$ cat src/rtl/loadupdownmodcount.sv
// Load/up/down counter over 0..lim with wrap or saturate, sync clear, tc pulse and sticky ovf.
// Optional compare output enabled by defining LOADUPDOWNMODCOUNT_CMP_EN (adds cmp/match).
module loadupdownmodcount #(
    parameter int unsigned N = 4
) (
    input  logic         ck,
    input  logic         rn,
    input  logic         clr,
    input  logic         load,
    input  logic [N-1:0] val,
    input  logic         en,
    input  logic         up,
    input  logic         sat,
    input  logic [N-1:0] lim,
    input  logic         ovf_clr,
    output logic [N-1:0] cnt,
    output logic         tc,
    output logic         ovf
`ifdef LOADUPDOWNMODCOUNT_CMP_EN
    ,
    input  logic [N-1:0] cmp,
    output logic         match
`endif
);

    logic [N-1:0] cnt_nxt;
    logic         boundary;
    logic         at_top;
    logic         at_zero;
    logic         ovf_nxt;

    assign at_top  = (cnt >= lim);
    assign at_zero = (cnt == '0);

    // A count above a lowered lim counts down normally; only cnt==0 is a low boundary.
    always_comb begin
        cnt_nxt  = cnt;
        boundary = 1'b0;
        if (clr) begin
            cnt_nxt = '0;
        end else if (load) begin
            cnt_nxt = (val > lim) ? lim : val;
        end else if (en) begin
            if (up) begin
                if (at_top) begin
                    boundary = 1'b1;
                    cnt_nxt  = sat ? lim : '0;
                end else begin
                    cnt_nxt = cnt + 1'b1;
                end
            end else begin
                if (at_zero) begin
                    boundary = 1'b1;
                    cnt_nxt  = sat ? '0 : lim;
                end else begin
                    cnt_nxt = cnt - 1'b1;
                end
            end
        end
    end

    always_comb begin
        ovf_nxt = ovf;
        if (clr)
            ovf_nxt = 1'b0;
        else if (boundary)
            ovf_nxt = 1'b1;
        else if (ovf_clr)
            ovf_nxt = 1'b0;
    end

    always_ff @(posedge ck or negedge rn) begin
        if (!rn) begin
            cnt <= '0;
            tc  <= 1'b0;
            ovf <= 1'b0;
        end else begin
            cnt <= cnt_nxt;
            tc  <= boundary;
            ovf <= ovf_nxt;
        end
    end

`ifdef LOADUPDOWNMODCOUNT_CMP_EN
    // Compare against the next count so match lines up with the registered cnt.
    always_ff @(posedge ck or negedge rn) begin
        if (!rn)
            match <= 1'b0;
        else
            match <= (cnt_nxt == cmp);
    end
`endif

endmodule

$ cat config.mk
export PLATFORM = sky130hd
export DESIGN_NAME = loadupdownmodcount
export DESIGN_NICKNAME = d
export VERILOG_FILES = /design/src/rtl/loadupdownmodcount.sv
export SDC_FILE = /design/constraint.sdc
export NUM_CORES = 1
export LEC_CHECK = 0
export CAP_MARGIN = 10
export CELL_PAD_IN_SITES_DETAIL_PLACEMENT = 1
export CELL_PAD_IN_SITES_GLOBAL_PLACEMENT = 2
export CORE_ASPECT_RATIO = 0.8
export CORE_MARGIN = 2
export CORE_UTILIZATION = 25
export DETAILED_ROUTE_END_ITERATION = 7
export PLACE_DENSITY = 0.73
export SLEW_MARGIN = 20
export SYNTH_ARGS = -nofsm -noshare
export SYNTH_HDL_FRONTEND = slang
export SYNTH_SLANG_ARGS = --single-unit
$ cat constraint.sdc
create_clock -name ck -period 2.6 [get_ports ck]
set_clock_uncertainty 0.05 [all_clocks]
set_input_delay 0.52 -clock ck [delete_from_list [all_inputs] [get_ports ck]]
set_output_delay 0.52 -clock ck [all_outputs]
set_load 0.02 [all_outputs]
After elaboration in Yosys (flattened, before gate mapping)
Cells that the tools add are included.
{"block": "totals", "in_bits": 16, "regBits": 6, "out_inout_bits": 6, "wordCells": 28}
{"block": "classes", "n_mux": 18, "n_addsub": 2, "reduce_logical": 3, "order_cmp": 2}
{"op": "4-bit 2-to-1 mux", "n": 9}
{"op": "1-bit 2-to-1 mux", "n": 9}
{"op": "3-bit nonzero test", "n": 2}
{"op": "4-bit by 1-bit adder with 4-bit output, second input constant", "n": 1}
{"op": "4-bit greater-or-equal comparator", "n": 1}
{"op": "4-bit greater-than comparator", "n": 1}
{"op": "4-bit zero test", "n": 1}
{"op": "4-bit by 1-bit subtractor with 4-bit output, second input constant", "n": 1}

Longest topological paths before layout
Gate-level depths: netlist of run 1.
{"block": "depth", "depth_word": 8, "depth_mapped": 7, "ltp_nobuf": 7}

Least setup slack after synthesis of run 1
OpenSTA, ideal clock, no wires.
{"block": "synth_timing", "path_kind": "reg-to-reg", "startpoint": "register cnt[0]", "endpoint": "register cnt[0]", "path_buffers": 0, "arrival_ns": 1.885, "setup_time_ns": 0.121, "period_less_slack_ns": 2.056, "path_stages_with_launch": 8, "required_ns": 2.429, "slack_ns": 0.544, "cell_sequence": "dfrtp_1 inv_1 ha_1 nor3b_2 o21ai_2 and4_1 a22o_1 a22o_1"}
{"block": "synth_via", "elab_chain_len": 6, "word_cells_on_any_way": 10, "classes_between": "2 x add/sub; 1 x order compare; 6 x mux; 1 x reduce/logical"}
{"element": "from (decl)", "line_no": "16", "text": "output logic [N-1:0] cnt,"}
{"element": "from (signal assigned)", "line_no": "78", "text": "cnt <= cnt_nxt;"}
{"element": "4-bit by 1-bit subtractor with 4-bit output (tied with other cells)", "line_no": "56", "text": "cnt_nxt = cnt - 1'b1;"}
{"element": "4-bit 2-to-1 mux, on equally long branches", "line_no": "52, 45"}
{"element": "4-bit 2-to-1 mux *", "line_no": "44", "text": "if (up) begin"}
{"element": "4-bit 2-to-1 mux *", "line_no": "43", "text": "end else if (en) begin"}
{"element": "4-bit 2-to-1 mux *", "line_no": "41", "text": "end else if (load) begin"}
{"element": "4-bit 2-to-1 mux *", "line_no": "39", "text": "if (clr) begin"}
Mark *: on every way between the ends. The rest lies on a longest branch, timed or not. The select of a mux whose other input is x is not followed.
A chain may end at the register's enable or synchronous reset.

Final worst setup path of run 1
{"block": "layout_timing", "startpoint": "input port lim[3]", "endpoint": "register cnt[3]"}
{"block": "layout_via", "elab_chain_len": 6, "word_cells_on_any_way": 11, "classes_between": "2 x order compare; 9 x mux"}
{"element": "from (decl)", "line_no": "14", "text": "input logic [N-1:0] lim,"}
{"element": "4-bit greater-or-equal comparator (tied with other cells)", "line_no": "32", "text": "assign at_top = (cnt >= lim);"}
{"element": "4-bit 2-to-1 mux, on equally long branches", "line_no": "45, 52"}
{"element": "4-bit 2-to-1 mux", "line_no": "44"}
{"element": "4-bit 2-to-1 mux", "line_no": "43"}
{"element": "4-bit 2-to-1 mux *", "line_no": "41"}
{"element": "4-bit 2-to-1 mux *", "line_no": "39"}
Marks and branches as above.

==> impl_metrics.py, run 1 <==
metrics = {
    "outcome": {
        "outcome": "complete, no violations",
    },
    "global_routing": {
        "grt_overflow_total": 0,
        "antenna_found_initial": 0,
        "grt_max_degree": 12,
        "grt_usage": 0.143,
        "grt_pass1_vias": 833,
        "grt_pass1_wl_um": 3960,
    },
    "timing": {
        "slew_headroom": 0.711,
        "slew_violations": 0,
        "period_needed_ns": 2.42,
        "hold_viol": 0,
        "finalCritPeriodShare": 0.932,
        "rsz0062_at_grt": "no",
        "max_freq_ghz": 0.413,
        "finalSetupViolCount": 0,
        "holdWs_ns": 0.487,
        "worst_pin_slew_ns": 0.430,
        "worst_slack_ns": 0.177,
    },
    "logic_synthesis": {
        "netlist_instances": 93,
        "synthArstFlopShare": 1.00,
        "seq_area_frac_synth": 0.187,
        "synth-seq-cells": 6,
        "syn_area_um2": 803,
        "syn-mean-instance-area_um2": 8.64,
        "synth_ff_type": "dfrtp_1",
        "synthesis.nets": 120,
        "yosys_warnings": 0,
        "synth_cell_types": 37,
        "synth_edf_count": 0,
    },
    "clocking": {
        "cts_resized": 0,
        "clock-root-buffer": "clkbuf_8",
        "cts_sinks": 6,
        "clock_latency_ns": 0.22,
        "h-tree-depth": 1,
        "clk_pin_slew_ns": 0.03,
        "numCtsBuffers": 3,
        "tritoncts": "yes",
        "cts_buffer_depth": 2,
        "holdBufCountCts": 0,
        "post-cts-setup-buffers": 0,
    },
    "floorplan": {
        "die_w_um": 67.4,
        "core.rowCount": 18,
        "ioPinCount": 22,
        "die_area_um2": 3690,
        "die_h_um": 54.7,
        "coreArea_um2": 3090,
        "start_util": 0.260,
    },
    "critical_path": {
        "required_ns": 2.64,
        "cp_cell_sequence": "clkdlybuf4s50_1 -> inv_1 -> ha_1 -> a21oi_1 -> a31oi_4 -> or3b_1 -> a32oi_1 -> a21oi_1",
        "worstPathMaxFanout": 4,
        "start_kind": "input port",
        "cp_num_buf_inv": 2,
        "cp-end-kind": "register",
        "path_class": "in2reg",
        "cp.arrival_ns": 2.46,
        "critical_path.top_delay_family": "compound AO/OA/AOI/OAI gates",
        "critPathSlowestCell": "clkdlybuf4s50_1",
        "path_common_cell": "a21oi_1",
        "slowest_delay_ns": 0.49,
    },
    "min_path": {
        "hold_class": "in2async",
    },
    "final_layout": {
        "fin_nets": 153,
        "diodes": 0,
        "stdcell_count": 164,
        "drive_gt1_frac": 0.169,
        "area_growth_pct": 45.0,
    },
    "placement": {
        "port_buffers": 21,
        "place_congestion": 0.826,
        "hpwl_um": 1990,
        "placed_cells": 161,
        "place_ws_ns": -0.0379,
    },
    "pwr": {
        "power.density_nw_per_um2": 429,
        "total_power_uw": 500,
        "peakVddDrop_mv": 0.120,
        "p_leak_nw": 0.502,
    },
    "drt": {
        "routedWlPerCell_um": 14.2,
        "via_per_inst": 5.07,
        "vias": 832,
        "drt_wl_total_um": 2330,
        "first_iter_violations": 25,
        "firstDrtPassIters": 4,
        "postRouteAntennaNets": 0,
        "drcViolationCount": 0,
    },
    "job": {
        "drv_cap": 0,
    },
}
==> state kept, by name, summed over array words and instances (netlist names) <==
register / cells
ovf: 1
cnt: 4
tc: 1
==> cell usage in the layout, fill, tap and decap left out, types with 2 or more instances in the layout <==
cell type	Yosys	final
nor2b_1	2	2
nor2_1	7	7
xnor2_1	2	2
nand3_1	4	4
buf_4	0	10
or3_1	2	2
a21oi_1	7	7
a31oi_1	3	3
clkdlybuf4s50_1	0	21
nand2_1	4	4
o211ai_1	2	2
nand2b_1	2	2
inv_1	10	10
clkbuf_8	0	3
ha_1	11	11
o311ai_1	2	2
a22o_1	4	4
and4_1	2	2
dfrtp_1	6	6
==> layer usage <==
| metal | share of wire | routed length (µm) | GRT usage | up-vias |
|---|---|---|---|---|
| met5 | 0 | 0 | 0 | - |
| met4 | 0 | 0 | 0.0306 | 0 |
| met3 | 0.029 | 68 | 0.0144 | 0 |
| met2 | 0.50 | 1160 | 0.254 | 16 |
| met1 | 0.47 | 1100 | 0.190 | 399 |
| li1 | - | - | - | 417 |
==> kinds of logic (layout without fill, tap and decap cells) <==
group	count (synthesis)	in the layout	synth area share
AO/OA/AOI/OAI	27	27	0.273
XOR/XNOR	2	2	0.0218
adder cells (fa/ha/maj)	11	11	0.171
buffers and inverters	13	44	0.0654
flip-flops	6	6	0.187
multiplexers	3	3	0.0452
AND/OR/NAND/NOR	31	31	0.237
==> area by class of cell <==
class,count,area (µm²)
Clock buffer,3,41.3
Fill cell,373,1920
Inverter,10,37.5
Multi-Input combinational cell,74,601
Sequential cell,6,150
Tap cell,40,50.0
Timing Repair Buffer,31,285
==> report_power, final <==
part | total [mW] | switching [mW] | internal (mW)
registers | 0.119 | 0.0164 | 0.103
logic | 0.245 | 0.119 | 0.126
clock network | 0.135 | 0.0362 | 0.0991
==> synthesized netlist by cell type, types with 2 or more instances <==
library cell,count,area share
a21oi_1,7,0.044
a22o_1,4,0.044
a31oi_1,3,0.023
and4_1,2,0.022
buf_2,3,0.019
dfrtp_1,6,0.19
ha_1,11,0.17
inv_1,10,0.047
nand2_1,4,0.019
nand2b_1,2,0.016
nand3_1,4,0.025
nor2_1,7,0.033
nor2b_1,2,0.016
o211ai_1,2,0.019
o311ai_1,2,0.022
or3_1,2,0.016
xnor2_1,2,0.022
==> per-stage QoR <==
step / utilization / cell area (µm²) / TNS, ns
after floorplan: - / 803 / 0
after global routing: 0.378 / 1160 / 0
after CTS: 0.378 / 1160 / 0
after global placement: 0.364 / 1120 / 0
after detailed placement: 0.364 / 1120 / -0.0379
final: 0.378 / 1160 / 0
==> worst paths after layout <==
kind                                 endpoint  depth (start not counted)  slack [ns]          startpoint
max                        cnt[3]$_DFFE_PN0P_                          8        0.18              lim[3]
min                        cnt[0]$_DFFE_PN0P_                          1        0.49                  rn
max reg2reg                cnt[0]$_DFFE_PN0P_                          6        0.60  cnt[3]$_DFFE_PN0P_
min reg2reg                   ovf$_DFFE_PN0P_                          2        0.49     ovf$_DFFE_PN0P_
max in group asynchronous     ovf$_DFFE_PN0P_                          1        1.80                  rn
min in group ck               ovf$_DFFE_PN0P_                          2        0.49     ovf$_DFFE_PN0P_
Power figures use the tool's default switching activity.
==> run 2, diff against run 1 <==
--- a/config.mk
+++ b/config.mk
@@ -5,13 +5,13 @@
 export SDC_FILE = /design/constraint.sdc
 export NUM_CORES = 1
 export LEC_CHECK = 0
-export CAP_MARGIN = 10
 export CELL_PAD_IN_SITES_DETAIL_PLACEMENT = 1
 export CELL_PAD_IN_SITES_GLOBAL_PLACEMENT = 2
 export CORE_ASPECT_RATIO = 0.8
 export CORE_MARGIN = 2
 export CORE_UTILIZATION = 25
 export DETAILED_ROUTE_END_ITERATION = 7
+export MAX_ROUTING_LAYER = met4
 export PLACE_DENSITY = 0.73
 export SLEW_MARGIN = 20
 export SYNTH_ARGS = -nofsm -noshare
==> results of run 2 <==
No change in the layout: final DEF, timing and power equal those of run 1.
Main changes from that run: final weighted congestion in routability-driven placement 0.826 -> 0.839; overall routing resource usage 0.143 -> 0.147
==> run 3, diff against run 2 <==
--- a/config.mk
+++ b/config.mk
@@ -5,6 +5,9 @@
 export SDC_FILE = /design/constraint.sdc
 export NUM_CORES = 1
 export LEC_CHECK = 0
+export ABC_AREA = 1
+export ABC_CLOCK_PERIOD_IN_PS = 2600
+export CAP_MARGIN = 10
 export CELL_PAD_IN_SITES_DETAIL_PLACEMENT = 1
 export CELL_PAD_IN_SITES_GLOBAL_PLACEMENT = 2
 export CORE_ASPECT_RATIO = 0.8
@@ -12,7 +15,7 @@
 export CORE_UTILIZATION = 25
 export DETAILED_ROUTE_END_ITERATION = 7
 export MAX_ROUTING_LAYER = met4
-export PLACE_DENSITY = 0.73
+export PLACE_DENSITY = 0.78
 export SLEW_MARGIN = 20
 export SYNTH_ARGS = -nofsm -noshare
 export SYNTH_HDL_FRONTEND = slang
==> run 3 against run 2 <==
  * Register-to-register slack better by 0.18 ns
  * Clock power is 6% higher
  * Synthesized area is 14% higher
  * Via count is 15% higher
  * Global-route usage is 0.23 points higher
  * Largest power group unchanged
  * Flip-flop and latch count stayed put
  * Cell area is 3.2% higher
  * Critical endpoint is now cnt[0]$_DFFE_PN0P_
  * Count of clock-buffer cells in the layout stayed put
  * Wire length is 18% higher
  * Hold slack worse by 0.021 ns
  * Maximum frequency is 7.7% higher
==> impl_metrics.py, run 3 <==
metrics = {
    "outcome": {
        "outcome": "complete, no violations",
    },
    "drt": {
        "routedWlPerCell_um": 13.4,
        "routed-wl-met3_um": 67,
        "firstDrtPassIters": 4,
        "vias": 957,
        "highest_layer": "met4",
        "drcViolationCount": 0,
        "drt_wl_total_um": 2760,
        "postRouteAntennaNets": 0,
        "first_iter_violations": 27,
        "via_per_inst": 4.65,
        "routed-wl-met2_um": 1350,
        "wl_met1_um": 1330,
    },
    "timing": {
        "slew_violations": 0,
        "finalCritPeriodShare": 0.865,
        "period_needed_ns": 2.25,
        "hold_viol": 0,
        "worst_pin_slew_ns": 0.417,
        "worst_slack_ns": 0.350,
        "fin_setup_tns_ns": 0,
        "max_freq_ghz": 0.445,
        "slew_headroom": 0.722,
        "finalSetupViolCount": 0,
        "rsz0062_at_grt": "no",
    },
    "floorplan": {
        "start_util": 0.264,
        "die_area_um2": 4170,
        "ioPinCount": 22,
        "coreArea_um2": 3470,
        "core.rowCount": 19,
        "die_h_um": 58.2,
        "die_w_um": 71.7,
    },
    "pwr": {
        "total_power_uw": 563,
        "power.density_nw_per_um2": 469,
        "peakVddDrop_mv": 0.198,
        "p_leak_nw": 0.651,
    },
    "clocking": {
        "cts_sinks": 6,
        "clk_pin_slew_ns": 0.04,
        "tritoncts": "yes",
        "numCtsBuffers": 3,
        "post-cts-setup-buffers": 0,
        "clock-root-buffer": "clkbuf_8",
        "clock_latency_ns": 0.22,
        "cts_resized": 0,
        "cts_buffer_depth": 2,
        "holdBufCountCts": 0,
        "h-tree-depth": 1,
    },
    "placement": {
        "port_buffers": 21,
        "hpwl_um": 2370,
        "place_ws_ns": 0.127,
        "place_congestion": 0.922,
    },
    "critical_path": {
        "reg2reg_setup_slack_ns": 0.78,
        "required_ns": 2.66,
        "path_depth": 11,
        "cp_num_buf_inv": 2,
        "critPathSlowestCell": "clkdlybuf4s50_1",
        "slowest_delay_ns": 0.56,
        "critPathCapture": "cnt[0]$_DFFE_PN0P_",
        "startpoint": "lim[3]",
        "r2r_cells": 13,
        "path_class": "in2reg",
        "worstPathMaxFanout": 4,
        "path_common_cell": "nand2_1",
        "critical_path.top_delay_family": "buffers and inverters",
        "cp-end-kind": "register",
        "cp.arrival_ns": 2.31,
        "cp_cell_sequence": "clkdlybuf4s50_1 -> inv_1 -> ha_1 -> a21oi_4 -> nand3_2 -> nand2_1 -> nand2_2 -> nand2_1 -> nand3_1 -> nand2_1 -> nand2_1",
        "regToRegStartpoint": "cnt[0]$_DFFE_PN0P_",
        "start_kind": "input port",
        "rr_endpoint": "cnt[0]$_DFFE_PN0P_",
    },
    "logic_synthesis": {
        "seq_area_frac_synth": 0.164,
        "synth_ff_type": "dfrtp_1",
        "synth_common_cells": "49 x nand2_1, 18 x inv_1, 15 x nand3_1",
        "synthesis.nets": 169,
        "synth-seq-cells": 6,
        "synth_edf_count": 0,
        "synth_cell_types": 24,
        "syn_area_um2": 917,
        "synth_area_leaders": "nand2_1 20%, dfrtp_1 16%, ha_1 15%",
        "netlist_instances": 142,
        "post-synth-top-area-cell": "nand2_1",
        "syn-mean-instance-area_um2": 6.46,
        "yosys_warnings": 0,
        "synth_top_area_frac": 0.201,
        "synthArstFlopShare": 1.00,
        "synthMostInstantiatedCell": "nand2_1",
    },
    "final_layout": {
        "multi_input_area_um2": 649,
        "final_common_cell": "nand2_1",
        "reg.largest.list": "cnt x4, ovf x1, tc x1",
        "register_area_um2": 150,
        "largest_reg_flops": 4,
        "final_cell_mix": "49 x nand2_1, 21 x clkdlybuf4s50_1, 18 x inv_1",
        "fin_nets": 193,
        "fillers": 452,
        "diodes": 0,
        "area_growth_pct": 31.1,
        "drive_gt1_frac": 0.134,
        "regMostFlops": "cnt",
    },
    "global_routing": {
        "grt_overflow_total": 0,
        "grt_pass1_vias": 1036,
        "grt_usage": 0.150,
        "antenna_found_initial": 0,
        "grt_pass1_wl_um": 4680,
        "grt_max_degree": 9,
    },
    "job": {
        "drv_cap": 0,
    },
    "min_path": {
        "whs_path_depth": 2,
        "hold_class": "reg2reg",
    },
}
## run 3: cell count changes after synthesis, moves of 3 or more
cell     delta
nand2_1    +45
nand3_1    +11
inv_1       +8
inv_2       +5
nand2_2     +5
a21oi_1     -4
a22o_1      -4
a31oi_1     -3
buf_2       -3
nand3_2     +3
## run 3: layout make-up
cell class                 instances  area share
tap                               42      0.0437
clock buffer                       3      0.0343
multi-input combinational        109       0.540
timing repair buffer              21       0.175
sequential                         6       0.125
inverter                          25      0.0822
## run 3: metrics by stage
step | util | hold WS, ns | cells | instance area [µm²]
global route | 0.346 | 0.500 | 206 | 1200
detailed placement | 0.335 | 0.460 | 203 | 1160
CTS | 0.346 | 0.470 | 206 | 1200
global placement | 0.335 | 0.421 | 203 | 1160
floorplan | - | 0.174 | 142 | 917
finish | 0.346 | 0.466 | 206 | 1200
## run 3: logic make-up (layout without fill, tap and decap cells)
family / count (synthesis) / count (layout) / synth area share
AND/OR/NAND/NOR: 87 / 87 / 0.465
buffers and inverters: 27 / 49 / 0.128
adder cells (fa/ha/maj): 11 / 11 / 0.150
AO/OA/AOI/OAI: 9 / 9 / 0.0737
flip-flops: 6 / 6 / 0.164
XOR/XNOR: 2 / 2 / 0.0191
## run 3: layer usage
metal,vias to the layer above,global-route usage
met5,-,-
met4,0,0.0243
met3,2,0.0296
met2,12,0.263
met1,449,0.181
li1,494,-
## run 3: report_power, final
group	switching, mW	internal [mW]	total, mW
clock	0.0431	0.0997	0.143
combinational	0.168	0.124	0.293
sequential	0.0243	0.104	0.128
## run 3: worst min-delay path by stage
stage / from / to
finish: ovf$_DFFE_PN0P_ / ovf$_DFFE_PN0P_
floorplan: rn / cnt[0]$_DFFE_PN0P_
CTS: ovf$_DFFE_PN0P_ / ovf$_DFFE_PN0P_
global placement: ovf$_DFFE_PN0P_ / ovf$_DFFE_PN0P_
detailed placement: ovf$_DFFE_PN0P_ / ovf$_DFFE_PN0P_
global route: ovf$_DFFE_PN0P_ / ovf$_DFFE_PN0P_
## run 3: worst min-delay path, stage by stage, from the launching register on
cell,delay [ns]
dfrtp_1,0.35
nand2_1,0.06
nand2_1,0.06
